**src/rtl/squash_pkg.sv**
```systemverilog
// Shared types and constants for the automatic squash opponent:
// FSM state encoding, LFSR seed/taps, miss thresholds and reaction scaling.
package squash_pkg;

    typedef enum logic [2:0] {
        ST_IDLE     = 3'd0,
        ST_TRACK    = 3'd1,
        ST_WAIT     = 3'd2,
        ST_SWING    = 3'd3,
        ST_COOLDOWN = 3'd4
    } state_t;

    localparam logic [15:0] LFSR_SEED = 16'hACE1;
    // Right-shifting Galois form of x^16 + x^14 + x^13 + x^11 + 1
    localparam logic [15:0] LFSR_TAPS = 16'hB400;

    // Indexed by difficulty: 0 -> 64, 1 -> 32, 2 -> 16, 3 -> 0 (never misses on purpose)
    localparam logic [3:0][7:0] MISS_THRESH = {8'd0, 8'd16, 8'd32, 8'd64};

    function automatic logic [2:0] delay_mult(input logic [1:0] difficulty);
        return 3'd4 - {1'b0, difficulty};
    endfunction

endpackage

```
**src/rtl/squash_lfsr16.sv**
```systemverilog
// Free-running 16-bit Galois LFSR used as the miss-chance source.
// Seeded on reset; the seed is non-zero so the state never reaches 0.
module squash_lfsr16
    import squash_pkg::*;
(
    input  logic        clock,
    input  logic        reset,
    output logic [15:0] state
);

    logic [15:0] lfsr_reg;
    logic [15:0] lfsr_next;

    genvar gi;
    generate
        for (gi = 0; gi < 16; gi++) begin : g_tap
            if (gi == 15) begin : g_msb
                assign lfsr_next[gi] = LFSR_TAPS[gi] & lfsr_reg[0];
            end else begin : g_bit
                assign lfsr_next[gi] = lfsr_reg[gi+1] ^ (LFSR_TAPS[gi] & lfsr_reg[0]);
            end
        end
    endgenerate

    always_ff @(posedge clock or negedge reset) begin
        if (!reset) begin
            lfsr_reg <= LFSR_SEED;
        end else begin
            lfsr_reg <= lfsr_next;
        end
    end

    assign state = lfsr_reg;

endmodule

```
**src/rtl/squash_cpu_player.sv**
```systemverilog
// CPU-controlled left player: watches the light bus for the ball reaching the
// left end and raises hit after a difficulty-scaled delay, with a random miss chance.
module squash_cpu_player
    import squash_pkg::*;
#(
    parameter int TARGET_IDX  = 15,
    parameter int REACT_UNIT  = 5_000_000,
    parameter int HOLD_CYCLES = 1_000_000,
    parameter int CNT_W       = 32
) (
    input  logic        clock,
    input  logic        reset,
    input  logic [15:0] light,
    input  logic        gamestate,
    input  logic [1:0]  difficulty,
    output logic        hit,
    output logic [7:0]  swings,
    output logic [3:0]  misses,
    output logic [2:0]  state_dbg
);

    localparam logic [15:0]      TARGET_MASK = 16'd1 << TARGET_IDX;
    localparam logic [CNT_W-1:0] HOLD_LOAD   = CNT_W'(HOLD_CYCLES);
    localparam logic [CNT_W-1:0] REACT_LOAD  = CNT_W'(REACT_UNIT);

    state_t           state_reg, state_next;
    logic [CNT_W-1:0] cnt_reg, cnt_next;
    logic             hit_reg, hit_next;
    logic [7:0]       swings_reg, swings_next;
    logic [3:0]       misses_reg, misses_next;
    logic             prev_at_target_reg;

    logic             at_target;
    logic             arrival;
    logic             miss_draw;
    logic             inc_miss;
    logic             inc_swing;
    logic [CNT_W-1:0] react_delay;
    logic [15:0]      lfsr;
    logic             unused_lfsr_hi;

    squash_lfsr16 u_lfsr (
        .clock (clock),
        .reset (reset),
        .state (lfsr)
    );

    assign unused_lfsr_hi = ^lfsr[15:8];

    // Anything other than exactly the target bit (idle bus, glitches) is "not there"
    assign at_target   = (light == TARGET_MASK);
    assign arrival     = at_target & ~prev_at_target_reg;
    assign miss_draw   = (lfsr[7:0] < MISS_THRESH[difficulty]);
    assign react_delay = REACT_LOAD * CNT_W'(delay_mult(difficulty));

    always_comb begin
        state_next  = state_reg;
        cnt_next    = cnt_reg;
        inc_miss    = 1'b0;
        inc_swing   = 1'b0;

        if (!gamestate) begin
            state_next = ST_IDLE;
        end else begin
            case (state_reg)
                ST_IDLE: begin
                    state_next = ST_TRACK;
                end
                ST_TRACK: begin
                    if (arrival) begin
                        if (miss_draw) begin
                            state_next = ST_COOLDOWN;
                            inc_miss   = 1'b1;
                        end else begin
                            state_next = ST_WAIT;
                            cnt_next   = react_delay;
                        end
                    end
                end
                ST_WAIT: begin
                    // Ball leaving before the reaction completes is a late miss
                    if (!at_target) begin
                        state_next = ST_COOLDOWN;
                        inc_miss   = 1'b1;
                    end else if (cnt_reg <= CNT_W'(1)) begin
                        state_next = ST_SWING;
                        cnt_next   = HOLD_LOAD;
                        inc_swing  = 1'b1;
                    end else begin
                        cnt_next = cnt_reg - CNT_W'(1);
                    end
                end
                ST_SWING: begin
                    if (cnt_reg <= CNT_W'(1)) begin
                        state_next = ST_COOLDOWN;
                    end else begin
                        cnt_next = cnt_reg - CNT_W'(1);
                    end
                end
                ST_COOLDOWN: begin
                    if (!at_target) begin
                        state_next = ST_TRACK;
                    end
                end
                default: begin
                    state_next = ST_IDLE;
                end
            endcase
        end

        hit_next    = (state_next == ST_SWING);
        swings_next = (inc_swing && swings_reg != 8'hFF) ? swings_reg + 8'd1 : swings_reg;
        misses_next = (inc_miss && misses_reg != 4'hF) ? misses_reg + 4'd1 : misses_reg;
    end

    always_ff @(posedge clock or negedge reset) begin
        if (!reset) begin
            state_reg          <= ST_IDLE;
            cnt_reg            <= '0;
            hit_reg            <= 1'b0;
            swings_reg         <= '0;
            misses_reg         <= '0;
            prev_at_target_reg <= 1'b0;
        end else begin
            state_reg          <= state_next;
            cnt_reg            <= cnt_next;
            hit_reg            <= hit_next;
            swings_reg         <= swings_next;
            misses_reg         <= misses_next;
            prev_at_target_reg <= at_target;
        end
    end

    assign hit       = hit_reg;
    assign swings    = swings_reg;
    assign misses    = misses_reg;
    assign state_dbg = state_reg;

endmodule

```
**config.mk**
```make
export PLATFORM = sky130hd
export DESIGN_NAME = squash_cpu_player
export DESIGN_NICKNAME = d
export VERILOG_FILES = /design/src/rtl/squash_pkg.sv /design/src/rtl/squash_lfsr16.sv /design/src/rtl/squash_cpu_player.sv
export SDC_FILE = /design/constraint.sdc
export NUM_CORES = 1
export LEC_CHECK = 0
export ABC_CLOCK_PERIOD_IN_PS = 3050
export CAP_MARGIN = 25
export CORE_MARGIN = 2
export CORE_UTILIZATION = 57
export CTS_CLUSTER_SIZE = 24
export DETAILED_ROUTE_END_ITERATION = 8
export GPL_TIMING_DRIVEN = 0
export PLACE_DENSITY = 0.8
export SYNTH_ARGS = -nofsm -noshare
export SYNTH_HDL_FRONTEND = slang
export SYNTH_SLANG_ARGS = --single-unit
```
**constraint.sdc**
```tcl
create_clock -name clock -period 3.05 [get_ports clock]
set_input_delay 0.305 -clock clock [delete_from_list [all_inputs] [get_ports clock]]
set_output_delay 0.305 -clock clock [all_outputs]
set_load 0.02 [all_outputs]
```
==> summary.md <==
| Metric | Value |
|---|---|
| Htree depth | `3` |
| Pin count of the biggest net entering global routing | `between 60 and 70` |
| Layout cell share with drive strength beyond 1 | `about an eighth` |
| FILL cells | `469` |
| Met1 Wirelength | `between 4 and 5 mm` |
| Final Slew Violations | `0` |
| Router iterations before antenna repair | `5` |
| Routed met3 length | `678 um` |
| Worst Setup Start Kind | `flip-flop` |
| Commonest non-fill, non-tap cells in the layout | `dfrtp_1, nor2_1, o21ai_0, clkdlybuf4s50_1, a21oi_1` |
| Final Cycle Share | `a little over nine tenths` |
| IO buf count | `36` |
| Seq/Total Area, Yosys | `approximately 45%` |
| Max incr delay on CP | `510 ps` |
| Worst hold path type | `in -> async` |
| Final hold vios | `0` |
| Outcome | `completed` |
| Cell mode on critical path | `o21ai_0` |
| Clock latency on the worst-skew pair | `between 300 and 400 ps` |
| Pwr per Cell Area | `415.8 nW/um2` |
| Max-cap check violation count | `0` |
| CTS Buf Count | `9` |
| DR iter-0 viols | `around 260` |
| Final setup violation count | `0` |
| Routed Wire Length | `9.223 mm` |
| Commonest non-fill, non-tap cell in the layout | `dfrtp_1` |
| Slew headroom | `45.37%` |
| I/O pin count | `37` |
| Critical path arrival | `3080 ps` |
| Mapped Cells | `389` |
| Number of flops mapped to enable cells by yosys | `0` |
| Mapped Avg Cell Area | `9.324 um2` |
| CTS tree | `done` |
| CP Capture Type | `flip-flop` |
| Root buf cell | `clkbuf_8` |
| Cells along the critical path | `nor4_2 > o211ai_1 > or3_1 > o21ai_4 > buf_4 > a21oi_1 > o21ai_0 > o21ai_0` |
| Top Layer Used | `met4` |
| Peak supply drop | `0.4549 mV` |
| Residual DRC | `0` |
| Finished Layout Cells | `520` |
| Area Growth Syn to Fin | `20.01%` |
| Post-synth top flop | `dfrtp_1` |
| #FFs+latches synth | `between 60 and 70` |
| Routed Antenna Nets | `0` |
| FFs w/ async S/R, synth | `100.0%` |
| Fmax | `0.3500 GHz` |
| CTS sink count | `65` |
| Clk pin slew, worst setup/hold paths | `80 ps` |
| Met2 wire length | `approximately 4.2 mm` |
| Placed Cells | `502` |
| Final Critical Period | `2857 ps` |
| Mapped cell area | `3627 um2` |
| CORE AREA | `6241 um2` |
| # nets final | `~470` |
| Slowest CP cell | `or3_1` |
| Critical path type | `reg -> reg` |
| # diodes | `0` |
| Vias post-DR | `3246` |
| Number of global-route vias before repair | `a little over 3000` |
| Syn Nets | `425` |
| GRT Residual Overflow | `0` |
| Initial antenna violation count | `0` |
| Synth cell types | `59` |
| Data required time at the worst endpoint | `3270 ps` |
| Clock buffer depth | `2` |
| Site Rows | `29` |
| Setup Skew | `9.459 ps` |
| Hold slack | `28.12 ps` |
| RSZ-0062 raised after global routing | `false` |
| First-pass GRT wire length | `approximately 16 mm` |
| Least-Margin Pin Slew | `between 800 and 900 ps` |
| All-Layer GR Usage | `28.38%` |
| Worst-path maximum fanout | `10` |
| Die area | `7017 um2` |
| Dpl hpwl | `6.256 mm` |
| GP Congestion | `0.9911` |
| Starting density of the core | `approximately three fifths` |
| Leakage | `between 1.5 and 2 nW` |
| Via/cell ratio | `6.242` |
| WL per Instance | `17.74 um` |
| Die Y | `83.77 um` |
| Die Width | `83.77 um` |
| Largest register FFs | `32` |
| YS warnings | `0` |
==> final cells by class <==
type	count	area, um2	share of cell area [%]
multi-input combinational	290	1853	42.57
sequential	65	1637	37.60
timing repair buffer	39	382.9	8.796
clock buffer	9	123.9	2.846
buffer	19	105.1	2.414
clock inverter	7	102.6	2.357
tap	77	96.34	2.213
inverter	14	52.55	1.207
==> logic make-up after synthesis <==
logic type	share of synthesized area [%]
AND/OR/NAND/NOR	19.83
AO/OA/AOI/OAI	19.66
flip-flops	45.12
buffers and inverters	4.450
XOR/XNOR	4.588
adder cells (fa/ha/maj)	5.174
multiplexers	1.173
==> critical path, delay by kind of cell, from the launching register on <==
kind	cells	cell delay [ps]
DFF	1	440
buffers and inverters	1	260
and+or+nand+nor	2	1000
AOI/OAI and AO/OA	5	1020
==> cell usage after synthesis (all sizes together), types with 3 or more instances <==
library cell | count | area [um2]
a32oi | 6 | 52.55
and3 | 4 | 25.02
buf | 8 | 62.56
a21oi | 27 | 138.9
nand4 | 4 | 25.02
ha | 15 | 187.7
nand2b | 3 | 18.77
nand3 | 11 | 65.06
nor3 | 18 | 90.09
clkbuf | 12 | 46.29
a31oi | 7 | 43.79
nor2b | 3 | 18.77
nor2 | 45 | 171.4
nand2 | 20 | 75.07
or4 | 3 | 22.52
dfrtp | 57 | 1426
inv | 14 | 52.55
o31ai | 6 | 45.04
xor2 | 13 | 113.9
dfstp | 8 | 210.2
or3 | 5 | 36.28
o21ai | 51 | 259.0
xnor2 | 6 | 52.55
nor4 | 11 | 105.1
==> metal layers <==
layer  vias up  track usage [%]
li1       1520                -
met1      1553            39.78
met2       143            41.60
met3        30            7.517
met4         0            12.46
met5         -                0
==> where the power goes <==
group	switching, mW	internal, mW	total, mW
Sequential	0.00117	0.862	0.864
Combinational	0.0631	0.0504	0.113
Clock	0.367	0.466	0.833
Total	0.431	1.38	1.81
==> per-stage QoR <==
step | TNS, ps | total power, mW | util, % | area [um2] | setup slack (ps)
after floorplan | 0 | 0.9301 | - | 3627 | 366.5
after global placement | -43170 | 0.9898 | 65.44 | 4084 | -728.9
after detailed placement | -22140 | 0.9912 | 65.40 | 4081 | -777.2
after CTS | 0 | 1.821 | 69.09 | 4312 | 5.549
after global routing | 0 | 1.872 | 69.75 | 4353 | 1.382
final | 0 | 1.810 | 69.75 | 4353 | 192.7
==> final timing paths <==
check                           startpoint         endpoint  slack (ps)  cells after the start
min in group clock         u_lfsr.state[2]  u_lfsr.state[1]         360                      0
max in group asynchronous            reset      cnt_reg[27]        2470                      1
setup / recovery               cnt_reg[20]      cnt_reg[13]         190                      8
hold / removal                       reset        misses[3]          30                      1
hold reg to reg            u_lfsr.state[2]  u_lfsr.state[1]         360                      0
setup reg to reg               cnt_reg[20]      cnt_reg[13]         190                      8
==> what timing repair did <==
action                     CTS  global route
hold buffers                 0             0
setup endpoints to repair   35            32
setup buffers                0             3
pin swaps                    0             1
gates resized for setup      4             4
No activity file was read; power rests on OpenSTA's default activity.
